[src/rtl/bridge_sram_arbiter_if.sv]
// Bridge, core and SRAM-pin bundle for bridge_sram_arbiter.
// The arbiter takes the slave view; the environment (bridge decoder, core, pins) takes master.
interface bridge_sram_arbiter_if #(
    parameter int ADDR_W = 16
);
    logic [31:0]       bridge_addr;
    logic              bridge_wr;
    logic [31:0]       bridge_wr_data;
    logic              bridge_rd;
    logic [31:0]       bridge_rd_data;
    logic              bridge_rd_valid;
    logic              bridge_ready;
    logic              err_drop;
    logic              core_req;
    logic [ADDR_W-1:0] core_addr;
    logic              core_ack;
    logic [15:0]       core_rd_data;
    logic [ADDR_W-1:0] sram_a;
    logic [15:0]       sram_dq_out;
    logic              sram_dq_oe;
    logic [15:0]       sram_dq_in;
    logic              sram_oe_n;
    logic              sram_we_n;
    logic              sram_ub_n;
    logic              sram_lb_n;

    modport slave (
        input  bridge_addr, bridge_wr, bridge_wr_data, bridge_rd,
        output bridge_rd_data, bridge_rd_valid, bridge_ready, err_drop,
        input  core_req, core_addr,
        output core_ack, core_rd_data,
        output sram_a, sram_dq_out, sram_dq_oe, sram_oe_n, sram_we_n, sram_ub_n, sram_lb_n,
        input  sram_dq_in
    );

    modport master (
        output bridge_addr, bridge_wr, bridge_wr_data, bridge_rd,
        input  bridge_rd_data, bridge_rd_valid, bridge_ready, err_drop,
        output core_req, core_addr,
        input  core_ack, core_rd_data,
        input  sram_a, sram_dq_out, sram_dq_oe, sram_oe_n, sram_we_n, sram_ub_n, sram_lb_n,
        output sram_dq_in
    );
endinterface

[src/rtl/bridge_sram_arbiter.sv]
// Shares a x16 async SRAM between 32-bit bridge accesses (two 16-bit phases) and a core read port.
// Optional macro SRAM_ARB_FAIR_EN: alternate core/bridge grants instead of strict bridge priority.
module bridge_sram_arbiter #(
    parameter int ACCESS_CYCLES = 2,
    parameter int ADDR_W        = 16
) (
    input  logic                  clk_74a,
    input  logic                  reset_n,
    bridge_sram_arbiter_if.slave  bus
);
    localparam int CW = (ACCESS_CYCLES > 1) ? $clog2(ACCESS_CYCLES) : 1;
    localparam logic [CW-1:0] LAST_CNT = CW'(ACCESS_CYCLES - 1);

    localparam logic [1:0] S_IDLE  = 2'd0;
    localparam logic [1:0] S_BR_HI = 2'd1;
    localparam logic [1:0] S_BR_LO = 2'd2;
    localparam logic [1:0] S_CORE  = 2'd3;

    logic [1:0]        state_q, state_d;
    logic [CW-1:0]     cnt_q;
    logic              pend_q;
    logic              is_wr_q;
    logic [ADDR_W-2:0] waddr_q;
    logic [31:0]       wdata_q;
    logic              last_br_q;
    logic [ADDR_W-1:0] core_addr_q;
    logic [31:0]       rd_data_q;
    logic              rd_valid_q;
    logic              core_ack_q;
    logic [15:0]       core_rd_q;
    logic              err_q;

    logic cmd_any, accept, drop, br_req, core_first, last;
    logic unused_addr_bits;

    assign unused_addr_bits = ^{bus.bridge_addr[31:ADDR_W+1], bus.bridge_addr[1:0]};

    assign cmd_any = bus.bridge_wr | bus.bridge_rd;
    assign accept  = cmd_any & ~pend_q;
    assign drop    = (cmd_any & pend_q) | (bus.bridge_wr & bus.bridge_rd);
    // A pulse accepted in an IDLE cycle is granted immediately, not a cycle later.
    assign br_req  = pend_q | accept;
    assign last    = (cnt_q == LAST_CNT);

`ifdef SRAM_ARB_FAIR_EN
    assign core_first = bus.core_req & (last_br_q | ~br_req);
`else
    assign core_first = bus.core_req & ~br_req;
`endif

    always_comb begin
        state_d = state_q;
        case (state_q)
            S_IDLE: begin
                if (core_first)  state_d = S_CORE;
                else if (br_req) state_d = S_BR_HI;
            end
            S_BR_HI: if (last) state_d = S_BR_LO;
            S_BR_LO: if (last) state_d = S_IDLE;
            default: if (last) state_d = S_IDLE;
        endcase
    end

    always_ff @(posedge clk_74a or negedge reset_n) begin
        if (!reset_n) begin
            state_q     <= S_IDLE;
            cnt_q       <= '0;
            pend_q      <= 1'b0;
            is_wr_q     <= 1'b0;
            waddr_q     <= '0;
            wdata_q     <= '0;
            last_br_q   <= 1'b0;
            core_addr_q <= '0;
            rd_data_q   <= '0;
            rd_valid_q  <= 1'b0;
            core_ack_q  <= 1'b0;
            core_rd_q   <= '0;
            err_q       <= 1'b0;
        end else begin
            state_q <= state_d;
            cnt_q   <= (state_q == S_IDLE || last) ? '0 : cnt_q + 1'b1;

            // Write wins a simultaneous wr/rd; the read is reported through err_drop.
            if (accept) begin
                pend_q  <= 1'b1;
                is_wr_q <= bus.bridge_wr;
                waddr_q <= bus.bridge_addr[ADDR_W:2];
                wdata_q <= bus.bridge_wr_data;
            end else if (state_q == S_BR_LO && last) begin
                pend_q  <= 1'b0;
            end
            if (drop) err_q <= 1'b1;

            if (state_q == S_IDLE && state_d == S_BR_HI) last_br_q <= 1'b1;
            if (state_q == S_IDLE && state_d == S_CORE) begin
                last_br_q   <= 1'b0;
                core_addr_q <= bus.core_addr;
            end

            if (state_q == S_BR_HI && last && !is_wr_q) rd_data_q[31:16] <= bus.sram_dq_in;
            if (state_q == S_BR_LO && last && !is_wr_q) rd_data_q[15:0]  <= bus.sram_dq_in;
            rd_valid_q <= (state_q == S_BR_LO) && last && !is_wr_q;

            if (state_q == S_CORE && last) core_rd_q <= bus.sram_dq_in;
            core_ack_q <= (state_q == S_CORE) && last;
        end
    end

    // Strobes decode straight from state so an async reset idles the pins in the same cycle.
    always_comb begin
        bus.sram_a      = '0;
        bus.sram_dq_out = '0;
        bus.sram_dq_oe  = 1'b0;
        bus.sram_oe_n   = 1'b1;
        bus.sram_we_n   = 1'b1;
        bus.sram_ub_n   = 1'b1;
        bus.sram_lb_n   = 1'b1;
        case (state_q)
            S_BR_HI, S_BR_LO: begin
                bus.sram_a      = {waddr_q, state_q == S_BR_LO};
                bus.sram_dq_out = (state_q == S_BR_HI) ? wdata_q[31:16] : wdata_q[15:0];
                bus.sram_ub_n   = 1'b0;
                bus.sram_lb_n   = 1'b0;
                if (is_wr_q) begin
                    bus.sram_dq_oe = 1'b1;
                    // Release we_n one cycle early for data hold; a 1-cycle phase strobes its only cycle.
                    bus.sram_we_n  = last && (ACCESS_CYCLES != 1);
                end else begin
                    bus.sram_oe_n  = 1'b0;
                end
            end
            S_CORE: begin
                bus.sram_a    = core_addr_q;
                bus.sram_oe_n = 1'b0;
                bus.sram_ub_n = 1'b0;
                bus.sram_lb_n = 1'b0;
            end
            default: ;
        endcase
    end

    assign bus.bridge_ready    = ~pend_q;
    assign bus.bridge_rd_data  = rd_data_q;
    assign bus.bridge_rd_valid = rd_valid_q;
    assign bus.err_drop        = err_q;
    assign bus.core_ack        = core_ack_q;
    assign bus.core_rd_data    = core_rd_q;
endmodule

[src/flat_wrapper.sv]
// flat-port wrapper written by rule: the top's interface ports become plain ports
module bridge_sram_arbiter_flat 
#(
    parameter int ACCESS_CYCLES = 2,
    parameter int ADDR_W        = 16
)
  (clk_74a, reset_n, bus_bridge_addr, bus_bridge_wr, bus_bridge_wr_data, bus_bridge_rd, bus_bridge_rd_data, bus_bridge_rd_valid, bus_bridge_ready, bus_err_drop, bus_core_req, bus_core_addr, bus_core_ack, bus_core_rd_data, bus_sram_a, bus_sram_dq_out, bus_sram_dq_oe, bus_sram_oe_n, bus_sram_we_n, bus_sram_ub_n, bus_sram_lb_n, bus_sram_dq_in);
  bridge_sram_arbiter_if #(.ADDR_W(ADDR_W)) bus_i ();
  input  logic clk_74a;
  input  logic reset_n;
  input wire logic [$bits(bus_i.bridge_addr)-1:0] bus_bridge_addr;
  input wire logic [$bits(bus_i.bridge_wr)-1:0] bus_bridge_wr;
  input wire logic [$bits(bus_i.bridge_wr_data)-1:0] bus_bridge_wr_data;
  input wire logic [$bits(bus_i.bridge_rd)-1:0] bus_bridge_rd;
  output wire logic [$bits(bus_i.bridge_rd_data)-1:0] bus_bridge_rd_data;
  output wire logic [$bits(bus_i.bridge_rd_valid)-1:0] bus_bridge_rd_valid;
  output wire logic [$bits(bus_i.bridge_ready)-1:0] bus_bridge_ready;
  output wire logic [$bits(bus_i.err_drop)-1:0] bus_err_drop;
  input wire logic [$bits(bus_i.core_req)-1:0] bus_core_req;
  input wire logic [$bits(bus_i.core_addr)-1:0] bus_core_addr;
  output wire logic [$bits(bus_i.core_ack)-1:0] bus_core_ack;
  output wire logic [$bits(bus_i.core_rd_data)-1:0] bus_core_rd_data;
  output wire logic [$bits(bus_i.sram_a)-1:0] bus_sram_a;
  output wire logic [$bits(bus_i.sram_dq_out)-1:0] bus_sram_dq_out;
  output wire logic [$bits(bus_i.sram_dq_oe)-1:0] bus_sram_dq_oe;
  output wire logic [$bits(bus_i.sram_oe_n)-1:0] bus_sram_oe_n;
  output wire logic [$bits(bus_i.sram_we_n)-1:0] bus_sram_we_n;
  output wire logic [$bits(bus_i.sram_ub_n)-1:0] bus_sram_ub_n;
  output wire logic [$bits(bus_i.sram_lb_n)-1:0] bus_sram_lb_n;
  input wire logic [$bits(bus_i.sram_dq_in)-1:0] bus_sram_dq_in;
  assign bus_i.bridge_addr = bus_bridge_addr;
  assign bus_i.bridge_wr = bus_bridge_wr;
  assign bus_i.bridge_wr_data = bus_bridge_wr_data;
  assign bus_i.bridge_rd = bus_bridge_rd;
  assign bus_bridge_rd_data = bus_i.bridge_rd_data;
  assign bus_bridge_rd_valid = bus_i.bridge_rd_valid;
  assign bus_bridge_ready = bus_i.bridge_ready;
  assign bus_err_drop = bus_i.err_drop;
  assign bus_i.core_req = bus_core_req;
  assign bus_i.core_addr = bus_core_addr;
  assign bus_core_ack = bus_i.core_ack;
  assign bus_core_rd_data = bus_i.core_rd_data;
  assign bus_sram_a = bus_i.sram_a;
  assign bus_sram_dq_out = bus_i.sram_dq_out;
  assign bus_sram_dq_oe = bus_i.sram_dq_oe;
  assign bus_sram_oe_n = bus_i.sram_oe_n;
  assign bus_sram_we_n = bus_i.sram_we_n;
  assign bus_sram_ub_n = bus_i.sram_ub_n;
  assign bus_sram_lb_n = bus_i.sram_lb_n;
  assign bus_i.sram_dq_in = bus_sram_dq_in;
  bridge_sram_arbiter #(.ACCESS_CYCLES(ACCESS_CYCLES), .ADDR_W(ADDR_W)) u_core (.clk_74a(clk_74a), .reset_n(reset_n), .bus(bus_i));
endmodule
[config.mk]
export PLATFORM = sky130hd
export DESIGN_NAME = bridge_sram_arbiter_flat
export DESIGN_NICKNAME = d
export VERILOG_FILES = /design/src/rtl/bridge_sram_arbiter_if.sv /design/src/rtl/bridge_sram_arbiter.sv /design/src/flat_wrapper.sv
export SDC_FILE = /design/constraint.sdc
export NUM_CORES = 1
export LEC_CHECK = 0
export ABC_CLOCK_PERIOD_IN_PS = 2330
export BUFFER_PORTS_ARGS = -buffer_cell sky130_fd_sc_hd__clkbuf_2
export CAP_MARGIN = 20
export CORE_UTILIZATION = 35
export CTS_CLUSTER_SIZE = 24
export DETAILED_ROUTE_END_ITERATION = 12
export SYNTH_ARGS = -nofsm -noshare
export SYNTH_HDL_FRONTEND = slang
export SYNTH_SLANG_ARGS = --single-unit
export TNS_END_PERCENT = 20
[constraint.sdc]
create_clock -name clk_74a -period 2.33 [get_ports clk_74a]
set_input_delay 0.1165 -clock clk_74a [delete_from_list [all_inputs] [get_ports clk_74a]]
set_output_delay 0.1165 -clock clk_74a [all_outputs]
set_load 0.005 [all_outputs]
* Word-level counts from Yosys, hierarchy flattened
Index checks and enable logic that the tools add are counted.
Word-level totals: logic and storage cells 56, input port bits 101, output and inout port bits 89, flip-flop bits (word level) 119
Cells by class: equality and inequality tests 4, reductions and logical operators 12, add/subtract/negate cells 1, multiplexer cells 17, bitwise operators 9
Operators with widths (count):
- two-way mux 16 bit | 2
- one-hot mux 16 bit (2 select lines) | 1
- two-way mux 1 bit | 8
- two-way mux 2 bit | 4
- == test 2 bit, second input constant | 3
- logical AND 1 bit | 6
- AND 1 bit | 4
- one-hot mux 2 bit (2 select lines) | 1
- OR 1 bit | 3
- OR reduction 3 bit | 1
- == test 2 x 1 -> 1 bit, second input constant | 1
- logical NOT 2 bit | 1
- inverter 1 bit | 2
- one-hot mux 1 bit (2 select lines) | 1
- nonzero test 2 bit | 1
- OR reduction 2 bit | 1
- adder 1 bit, second input constant | 1
- logical NOT 1 bit | 1
- logical OR 1 bit | 1

* Depth between registers and ports, before layout
depth in word-level cells 9, gate-level depth with buffers 9, mapped depth without buffers 6

* Least setup slack after synthesis
Ideal clock, no wire load.
path kind register -> register, start reg u_core.state_q[0], end reg u_core.core_addr_q[10], setup slack 361 ps, required time 2205 ps, cell stages (with the launch flop) 10, library setup time 125 ps, clock period less this slack 1969 ps, arrival 1844 ps, path buffers 3, path through dfrtp_1 inv_1 ha_1 buf_2 o21ba_2 o22ai_4 nand2b_1 buf_6 buf_12 mux2_4
Between the ends: elaborated cells between the ends (all ways) 9, classes of those cells eq/ne (2); mux (5); reduce/logical (2)
RTL lines:
- start: declaration | RTL line bridge_sram_arbiter.sv:19 | logic [1:0] state_q, state_d;
- start signal: assignment | RTL line bridge_sram_arbiter.sv:80 | state_q <= state_d;
- == test 2 x 1 -> 1 bit / logical NOT 2 bit (equally long branches) | RTL line bridge_sram_arbiter.sv:53 | case (state_q)
- one-hot mux 2 bit (2 select lines) * | RTL line bridge_sram_arbiter.sv:53
- net u_core.state_d[1] | RTL line bridge_sram_arbiter.sv:19
- == test 2 bit * | RTL line bridge_sram_arbiter.sv:95 | if (state_q == S_IDLE && state_d == S_CORE) begin
- logical AND 1 bit * | RTL line bridge_sram_arbiter.sv:95
- end signal: assignment | RTL line bridge_sram_arbiter.sv:97 | core_addr_q <= bus.core_addr;
- end: declaration | RTL line bridge_sram_arbiter.sv:26 | logic [ADDR_W-1:0] core_addr_q;
The timed path passes the listed nets; every way through them passes the cells marked *. A chain may end at the register's enable or synchronous reset.

* Final worst setup path
start reg u_core.state_q[0], end out bus_sram_dq_out[12]
Between the ends: word-level cells in the longest chain between the ends 3, elaborated cells between the ends (all ways) 5, classes of those cells eq/ne (2); mux (2); reduce/logical (1)
Ends and longest elaborated chain:
- == test 2 x 1 -> 1 bit / == test 2 bit (equally long branches) | RTL line bridge_sram_arbiter.sv:118, bridge_sram_arbiter.sv:121
- two-way mux 16 bit / OR reduction 2 bit (equally long branches) | RTL line bridge_sram_arbiter.sv:121, bridge_sram_arbiter.sv:118
- two-way mux 16 bit * | RTL line bridge_sram_arbiter.sv:118 | case (state_q)
- end: declaration | RTL line flat_wrapper.sv:24 | output wire logic [$bits(bus_i.sram_dq_out)-1:0] bus_sram_dq_out;
Every way passes the cells marked *; elsewhere a longest branch is shown, timed or not.

==> reports/metrics.csv <==
stage,metric,value,unit
global_route,initial antenna violation count,0,
worst_setup_path,arrival time at the worst endpoint,2.01,ns
routing,vias,3716,
worst_setup_path,FF-to-FF End,u_core.core_addr_q[15],
finish,Syn-to-layout area delta,49.0,%
worst_setup_path,Setup crit start kind,register,
power,total power,10500,uW
global_route,GRT Resource Usage Total,17.3,%
worst_setup_path,Critical-path top delay cell,ha_2,
yosys,Post-synth EDFFs,0,
job,max cap viols,0,
timing,setup slack after layout,0.203,ns
clocking,CTS tree,built,
routing,"antenna viol nets, final",0,
finish,Final Util,53.7,%
yosys,Syn Inst Count,347,
timing,Worst-Margin Slew,0.767,ns
yosys,post-synth top area share,59.0,%
placement,Placed Cells,689,
timing,Pins Over Slew Limit,0,
worst_hold_path,Hold Crit Class,input pin to register,
yosys,Netlist Area Pre-Place,5050,um2
finish,Ant. Diodes,0,
yosys,dominant cells by area after synthesis,"dfrtp_1 59%, mux2_2 23%, mux2i_1 3.2%",
global_route,total grt overflow,0,
clocking,CTS Buf Count,17,
yosys,Mapped Nets,452,
routing,drt drc,0,
yosys,Unique masters post-synth,27,
worst_setup_path,crit path from,u_core.state_q[0],
worst_setup_path,critical-path maximum fanout,26,
yosys,async set or reset register ratio after synthesis,100,%
yosys,ys flop type,dfrtp_1,
worst_hold_path,cell count of the worst hold path,3,
timing,Final min period,2.13,ns
yosys,Post-Syn Area per Cell,14.5,um2
clocking,setup bufs post-CTS,0,
floorplan,Chip Height,122,um
placement,dpl hpwl,7.79,mm
clocking,CTS max path bufs,2,
floorplan,Cell Rows,43,
worst_setup_path,cell depth of the worst flop-to-flop path,5,
yosys,Yosys top cell by area,dfrtp_1,
worst_hold_path,WHS Endpoint,u_core.bus.err_drop,
global_route,first-pass GRT wire length,19.3,mm
placement,"worst slack, placed",0.441,ns
power,Cell Pwr Density,1400,nW/um2
worst_setup_path,FF-to-FF Start,u_core.pend_q,
yosys,most frequent cells after synthesis,"119 x dfrtp_1, 102 x mux2_2, 18 x nor2_1",
routing,Total Routed Length,12.2,mm
timing,Finish-stage setup viols,0,
yosys,register area share after synthesis,59.0,%
power,maximum VDD drop,0.713,mV
finish,layout cells sized above 1,52.6,%
worst_setup_path,Slowest Stage Delay on Critical Path,0.44,ns
worst_setup_path,critical-path cell list,inv_1 -> ha_2 -> buf_6 -> nor2b_1 -> clkbuf_2,
worst_setup_path,CP Data Required Time,2.21,ns
timing,Fin Clk Skew,0.00603,ns
placement,port bufs,172,
yosys,top-count cell post-synth,dfrtp_1,
timing,final hold vios,0,
global_route,largest net degree at the start of global routing,68,
worst_setup_path,Worst setup EP type,output pin,
routing,1st-pass router iterations,4,
yosys,Synth Register Bits,119,
floorplan,Core ar.,14000,um2
timing,fin crit share,91.3,%
worst_hold_path,hold_sp,bus_bridge_rd,
floorplan,die span in x,122,um
clocking,clock transition at the registers of the reported paths,0.05,ns
yosys,Yosys warning count,0,
timing,setup repair after global routing missed its margin,no,
status,status,"finished, final reports clean",
floorplan,die area,14900,um2
clocking,Root Buffer,clkbuf_16,
worst_setup_path,kind of critical path,register to output pin,
finish,final std cells w/o fill,800,
global_route,vias in the first global route,4000,
timing,setup TNS,0,ns
clocking,htree depth,4,
clocking,clk_lat worst skew,0.40,ns
routing,routed len/inst,15.2,um
floorplan,Starting Density,36.1,%
placement,gpl congestion,0.703,
routing,initial drt markers,82,
clocking,CTS sink count,119,
timing,Slew headroom,48.7,%
worst_setup_path,FF-to-FF setup slack,0.45,ns
finish,layout net count,714,
power,Lkg Pwr,0.00362,uW
routing,vias per std cell,4.65,
floorplan,I/O Pins,190,
timing,Max Clock Freq,470,MHz
==> worst max-delay path: cells and delay by family, from the launching register on <==
kind	cells	cell delay, ns
adders and majority gates	1	0.44
buffers and inverters	3	0.51
and+or+nand+nor	1	0.22
DFF	1	0.43
==> area by class of cell <==
cell class | instances | area [um2]
fillers | 1197 | 6470
flip-flops and latches | 119 | 2980
multi-input cells | 202 | 1950
repair buffers | 264 | 1800
clock buffers | 27 | 513
well taps | 180 | 225
clock inverters | 3 | 40.0
inverters | 5 | 18.8
==> worst max-delay path by stage <==
stage,end,slack (ns)
2_1_floorplan,u_core.core_addr_q[10],0.36
3_3_place_gp,bus_sram_a[13],0.46
3_5_place_dp,u_core.core_addr_q[0],0.44
4_1_cts,bus_sram_a[13],0.03
5_1_grt,bus_sram_a[13],0.05
6_report,bus_sram_dq_out[12],0.20
==> registers in the layout (all words and copies together), names as in the netlist, 2 cells and up <==
register / cells
u_core.wdata_q: 32
u_core.waddr_q: 15
u_core.state_q: 2
u_core.bus.bridge_rd_data: 32
u_core.bus.core_rd_data: 16
u_core.core_addr_q: 16
==> power by group <==
| group | internal, uW | total (uW) | switching [uW] | leakage (uW) |
|---|---|---|---|---|
| registers | 3130 | 3700 | 565 | 0.00139 |
| logic | 2490 | 4390 | 1900 | 0.00195 |
| clock network | 1590 | 2410 | 819 | 0.000273 |
==> cell families after synthesis <==
kind of cell    count (synthesis)  synth area share, %
mux                           128                 28.9
compound gates                 25                 3.77
buf+inv                        26                 2.70
fa+ha+maj                       4                0.992
flops                         119                 59.0
simple gates                   45                 4.61
==> through the flow <==
step	area, um2	hold WS (ns)
finish	7520	0.0563
floorplan	5050	-0.179
CTS	7510	0.0374
detailed placement	6150	0.0930
global placement	6150	0.0791
global route	7520	0.0575
==> layout by cell type (no fill, tap or decap), types with 3 or more instances in the layout <==
master         instances
nor2b_1               17
buf_12                 3
inv_1                  5
o21ai_0                3
dfrtp_1              119
nand2_1                3
buf_4                  8
clkbuf_2             171
dlygate4sd3_1         81
a22oi_1               15
mux2i_1               16
mux2_2               102
clkbuf_8               5
nor2_1                18
clkbuf_16             17
clkbuf_1               5
mux2_4                10
ha_1                   3
==> layer usage <==
layer / wire length, um / global-route usage, % / up-vias
li1: - / - / 1743
met1: 5110 / 19.6 / 1835
met2: 5960 / 29.1 / 125
met3: 937 / 6.60 / 13
met4: 176 / 6.78 / 0
met5: 0 / 0 / -
==> what timing repair did <==
item	4_1_cts	5_1_grt
endpoints found under the setup margin	0	20
endpoints found under the hold margin	142	0
gates resized for setup	0	2
hold buffers	81	0
No activity file was read; power rests on OpenSTA's default activity.
